`config.mk`:
```
export PLATFORM = sky130hd
export DESIGN_NAME = if_fetch_queue
export DESIGN_NICKNAME = d
export VERILOG_FILES = /design/src/rtl/if_fetch_queue.sv
export SDC_FILE = /design/constraint.sdc
export NUM_CORES = 1
export LEC_CHECK = 0
export CAP_MARGIN = 20
export CORE_MARGIN = 10
export CORE_UTILIZATION = 60
export DETAILED_ROUTE_END_ITERATION = 10
export DONT_BUFFER_PORTS = 1
export PLACE_DENSITY = 0.76
export RECOVER_POWER = 25
export SLEW_MARGIN = 20
export SYNTH_ARGS = -nofsm -noshare
export SYNTH_HDL_FRONTEND = slang
export SYNTH_SLANG_ARGS = --single-unit
```
`constraint.sdc`:
```
create_clock -name clk -period 8.6 [get_ports clk]
set_input_delay 1.72 -clock clk [delete_from_list [all_inputs] [get_ports clk]]
set_output_delay 1.72 -clock clk [all_outputs]
set_load 0.01 [all_outputs]
```
`src/rtl/if_fetch_queue.sv`:
```
// Instruction-fetch front end: sequential fetch with one outstanding memory request,
// a small PC/instruction FIFO toward decode, and redirect-driven flush/restart.
module if_fetch_queue #(
  parameter int unsigned DEPTH    = 4,
  parameter logic [31:0] RESET_PC = 32'h0000_0000
) (
  input  logic        clk,
  input  logic        reset,
  input  logic        redirect_valid,
  input  logic [31:0] redirect_pc,
  output logic        imem_req_valid,
  input  logic        imem_req_ready,
  output logic [31:0] imem_req_addr,
  input  logic        imem_resp_valid,
  input  logic [31:0] imem_resp_data,
  output logic        id_valid,
  input  logic        id_ready,
  output logic [31:0] id_instruction,
  output logic [31:0] id_pc
);

  localparam int PTR_W = $clog2(DEPTH);
  localparam int CNT_W = PTR_W + 1;

  typedef enum logic [1:0] {
    S_REQ  = 2'd0,
    S_WAIT = 2'd1,
    S_DROP = 2'd2
  } state_t;

  state_t             state;
  state_t             state_next;
  logic [31:0]        fetch_pc;
  logic [31:0]        req_pc;
  logic [PTR_W-1:0]   wr_ptr;
  logic [PTR_W-1:0]   rd_ptr;
  logic [CNT_W-1:0]   count;
  logic [31:0]        fifo_pc    [DEPTH];
  logic [31:0]        fifo_instr [DEPTH];

  logic req_accept;
  logic resp_take;
  logic pop;

  // Target word alignment drops the two low bits of the branch target.
  logic unused_redirect_lsbs;
  assign unused_redirect_lsbs = ^redirect_pc[1:0];

  assign req_accept    = imem_req_valid && imem_req_ready;
  assign resp_take     = (state == S_WAIT) && imem_resp_valid && !redirect_valid && !reset;
  assign pop           = id_valid && id_ready;
  assign imem_req_addr = fetch_pc;

  // NOTE: sequential state uses non-blocking assignments so every register
  // samples pre-edge values regardless of process evaluation order.
  always_ff @(posedge clk) begin
    state <= state_next;
  end

  // Reset is folded in here because the post-reset state depends on whether a
  // request was in flight when reset hit.
  always_comb begin
    state_next = state;
    if (reset) begin
      if (state == S_WAIT || state == S_DROP) state_next = S_DROP;
      else                                    state_next = S_REQ;
    end else begin
      case (state)
        S_REQ:   if (req_accept) state_next = S_WAIT;
        S_WAIT: begin
          if (imem_resp_valid)     state_next = S_REQ;
          else if (redirect_valid) state_next = S_DROP;
        end
        S_DROP:  if (imem_resp_valid) state_next = S_REQ;
        default: state_next = S_REQ;
      endcase
    end
  end

  // NOTE: every output gets a default first so no path leaves it unassigned,
  // which would otherwise infer a latch.
  always_comb begin
    imem_req_valid = 1'b0;
    id_valid       = 1'b0;
    id_instruction = '0;
    id_pc          = '0;
    if (state == S_REQ && count < CNT_W'(DEPTH) && !redirect_valid && !reset)
      imem_req_valid = 1'b1;
    if (count != '0) begin
      id_valid       = !redirect_valid && !reset;
      id_instruction = fifo_instr[rd_ptr];
      id_pc          = fifo_pc[rd_ptr];
    end
  end

  // Redirect outranks everything: flush, no pop, restart at the aligned target.
  always_ff @(posedge clk) begin
    if (reset) begin
      fetch_pc <= RESET_PC;
      count    <= '0;
      wr_ptr   <= '0;
      rd_ptr   <= '0;
    end else if (redirect_valid) begin
      fetch_pc <= {redirect_pc[31:2], 2'b00};
      count    <= '0;
      wr_ptr   <= '0;
      rd_ptr   <= '0;
    end else begin
      if (req_accept) begin
        fetch_pc <= fetch_pc + 32'd4;
        req_pc   <= fetch_pc;
      end
      if (resp_take) wr_ptr <= wr_ptr + PTR_W'(1);
      if (pop)       rd_ptr <= rd_ptr + PTR_W'(1);
      case ({resp_take, pop})
        2'b10:   count <= count + CNT_W'(1);
        2'b01:   count <= count - CNT_W'(1);
        default: count <= count;
      endcase
    end
  end

  // NOTE: FIFO storage is not reset; count and pointers alone decide validity,
  // and leaving the array unreset lets it map onto plain register/RAM cells.
  always_ff @(posedge clk) begin
    if (resp_take) begin
      fifo_pc[wr_ptr]    <= req_pc;
      fifo_instr[wr_ptr] <= imem_resp_data;
    end
  end

endmodule

```
==> flow_summary.json, run 1 <==
{
  "outcome": "complete, no violations",
  "cts_tree": "yes",
  "postCtsSetupBuffers": 0,
  "p_leak_nw": 4.36,
  "pin_count": 168,
  "cp_num_cells": 2,
  "worst-r2r-cell-count": 8,
  "synth_ff_type": "edfxtp_1",
  "critPathSlowestCell": "nor3b_1",
  "grt_max_degree": 66,
  "final_hold_viol_count": 0,
  "viasPerCell": 6.14,
  "worst_pin_slew_ps": 966,
  "yosysMostFrequentCell": "edfxtp_1",
  "crit_fanout": 34,
  "crit_start": "reset",
  "regArea_sq_um": 9200,
  "firstDrtPassIters": 4,
  "overflow": 0,
  "grt_usage": 0.183,
  "fin_ws_ps": 4070,
  "ctsHoldBuffers": 0,
  "grt_pass1_vias": 6563,
  "dp_hpwl_um": 15600,
  "p_per_area_nw_per_um2": 235,
  "dpl.cell_count": 954,
  "pre_cts_ws_ps": 4050,
  "wl_per_cell_um": 25.0,
  "htree_levels": 1,
  "synth_seq_cells": 319,
  "start_util": 0.605,
  "fin_total_pwr_mw": 3.26,
  "syn_inst": 716,
  "row_count": 53,
  "required_ps": 6880,
  "max_freq_ghz": 0.221,
  "grt_pass1_wl_um": 38600,
  "core_area_sq_um": 20900,
  "slew-limit-headroom": 0.356,
  "crit_family": "simple AND/OR/NAND/NOR gates",
  "cp_num_buf_inv": 0,
  "period_minus_slack_ps": 4530,
  "min-delay-start": "req_pc[16]",
  "arrival_ps": 2810,
  "ir_drop_v": 0.000186,
  "async_flop_share": 0,
  "utilization": 0.665,
  "drt_wl_total_um": 25300,
  "area_delta_synth_final_pct": 9.88,
  "clkSinkCount": 319,
  "synth_top_area_share": 0.666,
  "setup_viol": 0,
  "globalplace.congestion": 0.863,
  "fin_skew_ps": 12.5,
  "max_cap_violations": 0,
  "die_w_um": 165,
  "cts_root_buf": "clkbuf_16",
  "syn_area_sq_um": 12600,
  "ys_types": 46,
  "whs_ps": 496,
  "whs_endpoint": "fifo_pc[0][16]",
  "diodes": 0,
  "rr_endpoint": "imem_req_addr[22]",
  "synthTopCellsByArea": "edfxtp_1 67%, mux4_2 11%, dfxtp_1 6.2%",
  "first_iter_violations": 456,
  "clkLatencyLatePin_ps": 550,
  "die_y_um": 165,
  "post-route-period-util": 0.527,
  "min_path_cells": 0,
  "vias": 6212,
  "drcViolationCount": 0,
  "yosysSeqAreaShare": 0.727,
  "synth.largest_area_cell": "edfxtp_1",
  "syn_avg_cell_area_sq_um": 17.6,
  "clk_path_buf_depth": 3,
  "rr_startpoint": "state[0]",
  "hold_class": "reg2reg",
  "start_kind": "primary input",
  "io_buffers": 0,
  "layoutNonFillerInstCount": 1011,
  "drive_gt1_frac": 0.168,
  "cts_resized": 0,
  "synth-edff-count": 280,
  "synth_warnings": 0,
  "ys_top_cells_by_count": "280 x edfxtp_1, 67 x and2_1, 62 x mux4_2",
  "antenna_found_initial": 0,
  "end_kind": "primary output",
  "setup_tns_ps": 0,
  "final.fill_count": 1362,
  "rsz0062_at_grt": "false",
  "cpPeakStageDelay_ps": 610,
  "ant_nets": 0,
  "place_area_sq_um": 12800,
  "critPathKind": "in2out",
  "dieArea_sq_um": 27300,
  "final_cell_area_sq_um": 13900,
  "clkSlewWorstSetupHoldPaths_ps": 60,
  "multiInputGateArea_sq_um": 3230,
  "cts_buffers": 31,
  "drv_slew": 0,
  "path_cells": "or2_1 -> nor3b_1",
  "reg2reg_slack_ps": 5290,
  "nNetsFinal": 793
}
-- layer usage --
layer	part of all wire	up-vias	wire [um]	GRT usage
met5	0	-	0	0
met3	0.098	34	2470	0.0600
li1	-	2766	-	-
met2	0.50	239	12700	0.303
met1	0.38	3173	9700	0.232
met4	0.015	0	374	0.0423
-- flip-flops by register name (all words and copies together), names as in the netlist, named ones only --
name,cells
fifo_instr,128
fifo_pc,120
imem_req_addr,30
req_pc,30
count,3
rd_ptr,2
state,2
wr_ptr,2
-- area by class of cell --
| type | count | area share |
|---|---|---|
| Tap cell | 275 | 0.0248 |
| Clock inverter | 8 | 0.00874 |
| Sequential cell | 319 | 0.662 |
| Inverter | 13 | 0.00352 |
| Multi-Input combinational cell | 346 | 0.233 |
| Timing Repair Buffer | 1 | 0.000541 |
| Clock buffer | 49 | 0.0673 |
-- cell usage in the layout, fill, tap and decap left out, types with 2 or more instances in the layout --
master     instances
dfxtp_4            2
nor3_1             7
edfxtp_1         280
mux4_2            62
clkbuf_16         32
clkinv_2           3
and3_1             9
and4_1             5
inv_1             11
mux2i_1            2
xnor2_1            9
nand2_1           23
bufinv_16          3
clkbuf_8           7
or3_1              3
a211oi_1          10
o21ai_0            5
and2_1            63
nand3_1           16
o22ai_1            7
and2_4             4
nor2_1            31
nand4_1           10
or2_1              2
nor2b_1            2
nor4_1             2
xor2_1            21
a311oi_1           2
inv_2              2
ha_1              10
clkbuf_1          10
o21ai_1            3
dfxtp_1           37
conb_1             4
a21oi_1           20
-- logic make-up (layout without fill, tap and decap cells) --
kind of cell             Yosys count  in the layout  synth area share
XOR/XNOR                          30             30            0.0208
multiplexers                      64             64             0.112
flip-flops                       319            319             0.727
AO/OA/AOI/OAI                     50             50            0.0241
AND/OR/NAND/NOR                  187            187            0.0848
buffers and inverters             54             71            0.0191
adder cells (fa/ha/maj)           11             11            0.0115
other                              1              4          0.000297
-- power breakdown --
group	internal [mW]	switching [mW]	total [mW]
clock network	0.832	0.535	1.37
registers	1.73	0.0418	1.77
logic	0.0456	0.0799	0.126
total	2.61	0.657	3.26
-- how the worst max path moves through the flow --
stage	to	slack [ps]
floorplan	imem_req_valid	4140
global placement	imem_req_valid	4070
detailed placement	imem_req_valid	4050
CTS	id_pc[3]	3980
global route	id_pc[9]	3850
finish	imem_req_valid	4070
No activity file was read; power rests on OpenSTA's default activity.
==> run 2: changes to the inputs <==
clock period = 4.5 ns   (was 8.6 ns; I/O delays follow)
==> run 2 against run 1 <==
- clock-buffer cell count is 2 lower
- core utilization decreased by 0.37 points
- worst setup slack got worse by 2900 ps
- largest cell class unchanged
- total power rose by 84%
- sequential cell count stayed put
- via count fell by 0.11%
- global-route usage decreased by 0.36 points
- wire length decreased by 2.0%
==> flow_summary.json, run 2 (same netlist as run 1, synthesis figures left out) <==
{
  "outcome": "complete, no violations",
  "overflow": 0,
  "largestRegisters": "fifo_instr: 128 flops, fifo_pc: 120 flops",
  "cts_buffers": 31,
  "critPathKind": "reg2out",
  "setup_tns_ps": 0,
  "wl_per_cell_um": 24.5,
  "ir_drop_v": 0.000449,
  "drt_wl_total_um": 24700,
  "start_util": 0.605,
  "cts_root_buf": "clkbuf_16",
  "post-route-period-util": 0.735,
  "postCtsSetupBuffers": 0,
  "ctsHoldBuffers": 0,
  "use_met3": 0.0652,
  "grt_use_met2": 0.296,
  "max_freq_ghz": 0.302,
  "p_leak_nw": 4.32,
  "top_register": "fifo_instr",
  "power_frac_clock": 0.397,
  "max_cap_violations": 0,
  "p_per_area_nw_per_um2": 435,
  "power_switching_mw": 1.25,
  "combPwrFrac": 0.040,
  "final_hold_viol_count": 0,
  "dpl.cell_count": 955,
  "end_kind": "primary output",
  "row_count": 53,
  "hold_class": "in2reg",
  "grt_pass1_vias": 6455,
  "slew-limit-headroom": 0.353,
  "swShare": 0.208,
  "dp_hpwl_um": 15600,
  "grt_pass1_wl_um": 37800,
  "cts_tree": "yes",
  "htree_levels": 1,
  "grt_usage": 0.180,
  "viasPerCell": 6.13,
  "vias": 6205,
  "drv_slew": 0,
  "grt_max_degree": 66,
  "pin_count": 168,
  "core_area_sq_um": 20900,
  "required_ps": 3600,
  "first_iter_violations": 454,
  "die_y_um": 165,
  "drive_gt1_frac": 0.170,
  "clkSinkCount": 319,
  "top_usage_layer": "met2",
  "period_minus_slack_ps": 3310,
  "arrival_ps": 2410,
  "layoutNonFillerInstCount": 1012,
  "clkLatencyLatePin_ps": 550,
  "setup_viol": 0,
  "fin_skew_ps": 14.7,
  "internal-power_mw": 4.76,
  "final_common_cell": "edfxtp_1",
  "cts_resized": 0,
  "clk_path_buf_depth": 3,
  "seqPwrFrac": 0.563,
  "met1_usage": 0.223,
  "worst_pin_slew_ps": 970,
  "drcViolationCount": 0,
  "largest_reg_flops": 128,
  "start_kind": "flop",
  "final_cell_mix": "280 x edfxtp_1, 63 x and2_1, 62 x mux4_2",
  "diodes": 0,
  "firstDrtPassIters": 4,
  "dieArea_sq_um": 27300,
  "ant_nets": 0,
  "rsz0062_at_grt": "false",
  "fin_total_pwr_mw": 6.01,
  "area_delta_synth_final_pct": 9.27,
  "nNetsFinal": 794,
  "antenna_found_initial": 0,
  "io_buffers": 0,
  "die_w_um": 165,
  "clkSlewWorstSetupHoldPaths_ps": 70,
  "crit_fanout": 37,
  "globalplace.congestion": 0.867,
  "whs_ps": 414
}
-- run 2: area by class of cell --
cell class | count | area, sq um
Sequential cell | 319 | 9200
Fill cell | 1376 | 7080
Multi-Input combinational cell | 346 | 3230
Clock buffer | 47 | 896
Tap cell | 275 | 344
Clock inverter | 10 | 62.6
Inverter | 13 | 48.8
Timing Repair Buffer | 2 | 27.5
-- run 2: metrics by stage --
step,area [sq um],setup slack [ps],utilization
global placement,12800,1400,0.615
CTS,13800,1080,0.661
finish,13800,1190,0.661
floorplan,12600,1000,-
global route,13800,1010,0.661
detailed placement,12800,1320,0.615
-- run 2: critical path: stages (launching register included) --
cell and delay, ps:
dfxtp_4 690, buf_12 360, mux4_2 540, and2_1 250
-- run 2: power groups by stage --
stage | Sequential (mW) | Clock (mW) | Combinational (mW)
2_1_floorplan | 3.41 | 0 | 0.192
3_5_place_dp | 3.44 | 0 | 0.239
3_3_place_gp | 3.44 | 0 | 0.226
6_report | 3.38 | 2.39 | 0.239
5_1_grt | 3.39 | 2.55 | 0.266
4_1_cts | 3.38 | 2.43 | 0.241
-- run 2: path summary, 6_finish.rpt --
check / cells past startpoint / endpoint / slack, ps / start
hold reg to reg: 0 / fifo_pc[3][25] / 490 / req_pc[25]
setup / recovery: 3 / id_pc[9] / 1190 / flop
hold / removal: 1 / imem_req_addr[3] / 410 / reset
setup reg to reg: 6 / req_pc[14] / 1460 / state[0]
-- run 2: metal layers --
| layer | up-vias | wire (um) | part of all wire |
|---|---|---|---|
| met3 | 35 | 2640 | 0.11 |
| met4 | 0 | 374 | 0.015 |
| met1 | 3167 | 9480 | 0.38 |
| li1 | 2760 | - | - |
| met2 | 243 | 12200 | 0.49 |
| met5 | - | 0 | 0 |
==> run 3: changes to the inputs <==
clock period = 3.3 ns   (was 4.5 ns; I/O delays follow)
==> run 3 against run 2 <==
- non-clock buffer count is 17 higher
- global-route usage is 0.67 points higher
- final cell count increased by 1.7%
- die area stayed put
- core utilization up 0.89 points
- sequential cell count stayed put
- clock skew is 6.3 ps higher
- design area is 1.3% higher
- clock power grew 38%
- largest power group unchanged
- highest routed layer unchanged
==> flow_summary.json, run 3 (same netlist as run 1, synthesis figures left out) <==
{
  "outcome": "complete, no violations",
  "top_register": "fifo_instr",
  "post-route-period-util": 0.863,
  "htree_levels": 1,
  "worst_pin_slew_ps": 649,
  "max_freq_ghz": 0.351,
  "nNetsFinal": 811,
  "hold_class": "in2reg",
  "die_y_um": 165,
  "route.met2.wl_um": 12700,
  "critPathKind": "reg2out",
  "p_leak_nw": 4.43,
  "drt-met1-wl_um": 9540,
  "start_util": 0.605,
  "area_delta_synth_final_pct": 10.7,
  "worst-r2r-cell-count": 10,
  "viasPerCell": 6.17,
  "dr_wl_met3_um": 2940,
  "clk_path_buf_depth": 3,
  "required_ps": 2640,
  "wl_per_cell_um": 24.7,
  "slew-limit-headroom": 0.564,
  "max_cap_violations": 0,
  "layoutNonFillerInstCount": 1029,
  "drive_gt1_frac": 0.190,
  "cp_num_buf_inv": 1,
  "p_per_area_nw_per_um2": 590,
  "ir_drop_v": 0.000368,
  "place_area_sq_um": 13000,
  "grt_pass1_vias": 6655,
  "row_count": 53,
  "top_layer": "met4",
  "overflow": 0,
  "dp_hpwl_um": 16800,
  "diodes": 0,
  "cts_tree": "yes",
  "rsz0062_at_grt": "false",
  "clkLatencyLatePin_ps": 540,
  "critPathSlowestCell": "or3_2",
  "arrival_ps": 2190,
  "final_cell_mix": "280 x edfxtp_1, 63 x and2_1, 62 x mux4_2",
  "grt_usage": 0.186,
  "whs_endpoint": "imem_req_addr[10]",
  "reg2reg_slack_ps": 850,
  "grt_pass1_wl_um": 39200,
  "crit_fanout": 46,
  "largest_reg_flops": 128,
  "fin_skew_ps": 21.0,
  "globalplace.congestion": 0.876,
  "clkSlewWorstSetupHoldPaths_ps": 60,
  "postCtsSetupBuffers": 0,
  "end_kind": "primary output",
  "period_minus_slack_ps": 2850,
  "final_cell_area_sq_um": 14000,
  "cts_buffers": 31,
  "min_path_cells": 1,
  "rr_endpoint": "imem_req_addr[22]",
  "drt_wl_total_um": 25500,
  "pin_count": 168,
  "ant_nets": 0,
  "min-delay-start": "reset",
  "grt_max_degree": 47,
  "drv_slew": 0,
  "final_hold_viol_count": 0,
  "drcViolationCount": 0,
  "crit_family": "simple AND/OR/NAND/NOR gates",
  "first_iter_violations": 457,
  "whs_ps": 181,
  "vias": 6346,
  "cp_num_cells": 3,
  "rr_startpoint": "state[1]",
  "dpl.cell_count": 972,
  "cpPeakStageDelay_ps": 680,
  "cts_resized": 0,
  "largestRegisters": "fifo_instr: 128 flops, fifo_pc: 120 flops",
  "clkSinkCount": 319,
  "die_w_um": 165,
  "core_area_sq_um": 20900,
  "path_cells": "or3_2 -> buf_4 -> and2_1",
  "dieArea_sq_um": 27300,
  "start_kind": "flop",
  "antenna_found_initial": 1,
  "final_common_cell": "edfxtp_1",
  "cts_root_buf": "clkbuf_16",
  "utilization": 0.670,
  "io_buffers": 0,
  "ctsHoldBuffers": 0,
  "setup_tns_ps": 0,
  "firstDrtPassIters": 6,
  "setup_viol": 0
}
run 3: cell count changes in the layout (fill, tap and decap cells not counted), moves of 2 or more:
cell / before / now
clkbuf_8: 6 / 4
buf_4: 1 / 14
clkinv_1: 0 / 3
buf_12: 1 / 5
clkbuf_1: 10 / 6
run 3: power breakdown:
part / internal, mW / leakage (nW) / switching, mW / total [mW]
combinational: 0.134 / 1.10 / 0.207 / 0.341
clock: 1.89 / 0.473 / 1.41 / 3.30
sequential: 4.50 / 2.85 / 0.109 / 4.61
total: 6.53 / 4.43 / 1.72 / 8.25
run 3: through the flow:
step / setup slack, ps / power (mW)
after floorplan: 42.3 / 4.92
after global placement: 767 / 5.01
after detailed placement: 685 / 5.04
after CTS: 379 / 8.31
after global routing: 307 / 8.51
final: 453 / 8.25
run 3: worst max-delay path by stage:
| stage | from | endpoint | slack, ps |
|---|---|---|---|
| 3_5_place_dp | reset | count[2] | 690 |
| 3_3_place_gp | reset | count[2] | 770 |
| 4_1_cts | flop | id_instruction[29] | 380 |
| 2_1_floorplan | redirect_valid | fifo_instr[0][0] | 40 |
| 6_report | count[2] | id_pc[9] | 450 |
| 5_1_grt | count[2] | id_pc[9] | 310 |
run 3: final cells by class:
type                            instances  area, sq um
Timing Repair Buffer                   19          205
Tap cell                              275          344
Fill cell                            1362         6900
Clock inverter                         16          116
Inverter                               13         48.8
Sequential cell                       319         9200
Clock buffer                           41          853
Multi-Input combinational cell        346         3230
run 3: layer usage:
| metal | track usage | up-vias |
|---|---|---|
| met4 | 0.0370 | 0 |
| li1 | - | 2807 |
| met5 | 0 | - |
| met2 | 0.313 | 291 |
| met3 | 0.0617 | 26 |
| met1 | 0.234 | 3222 |
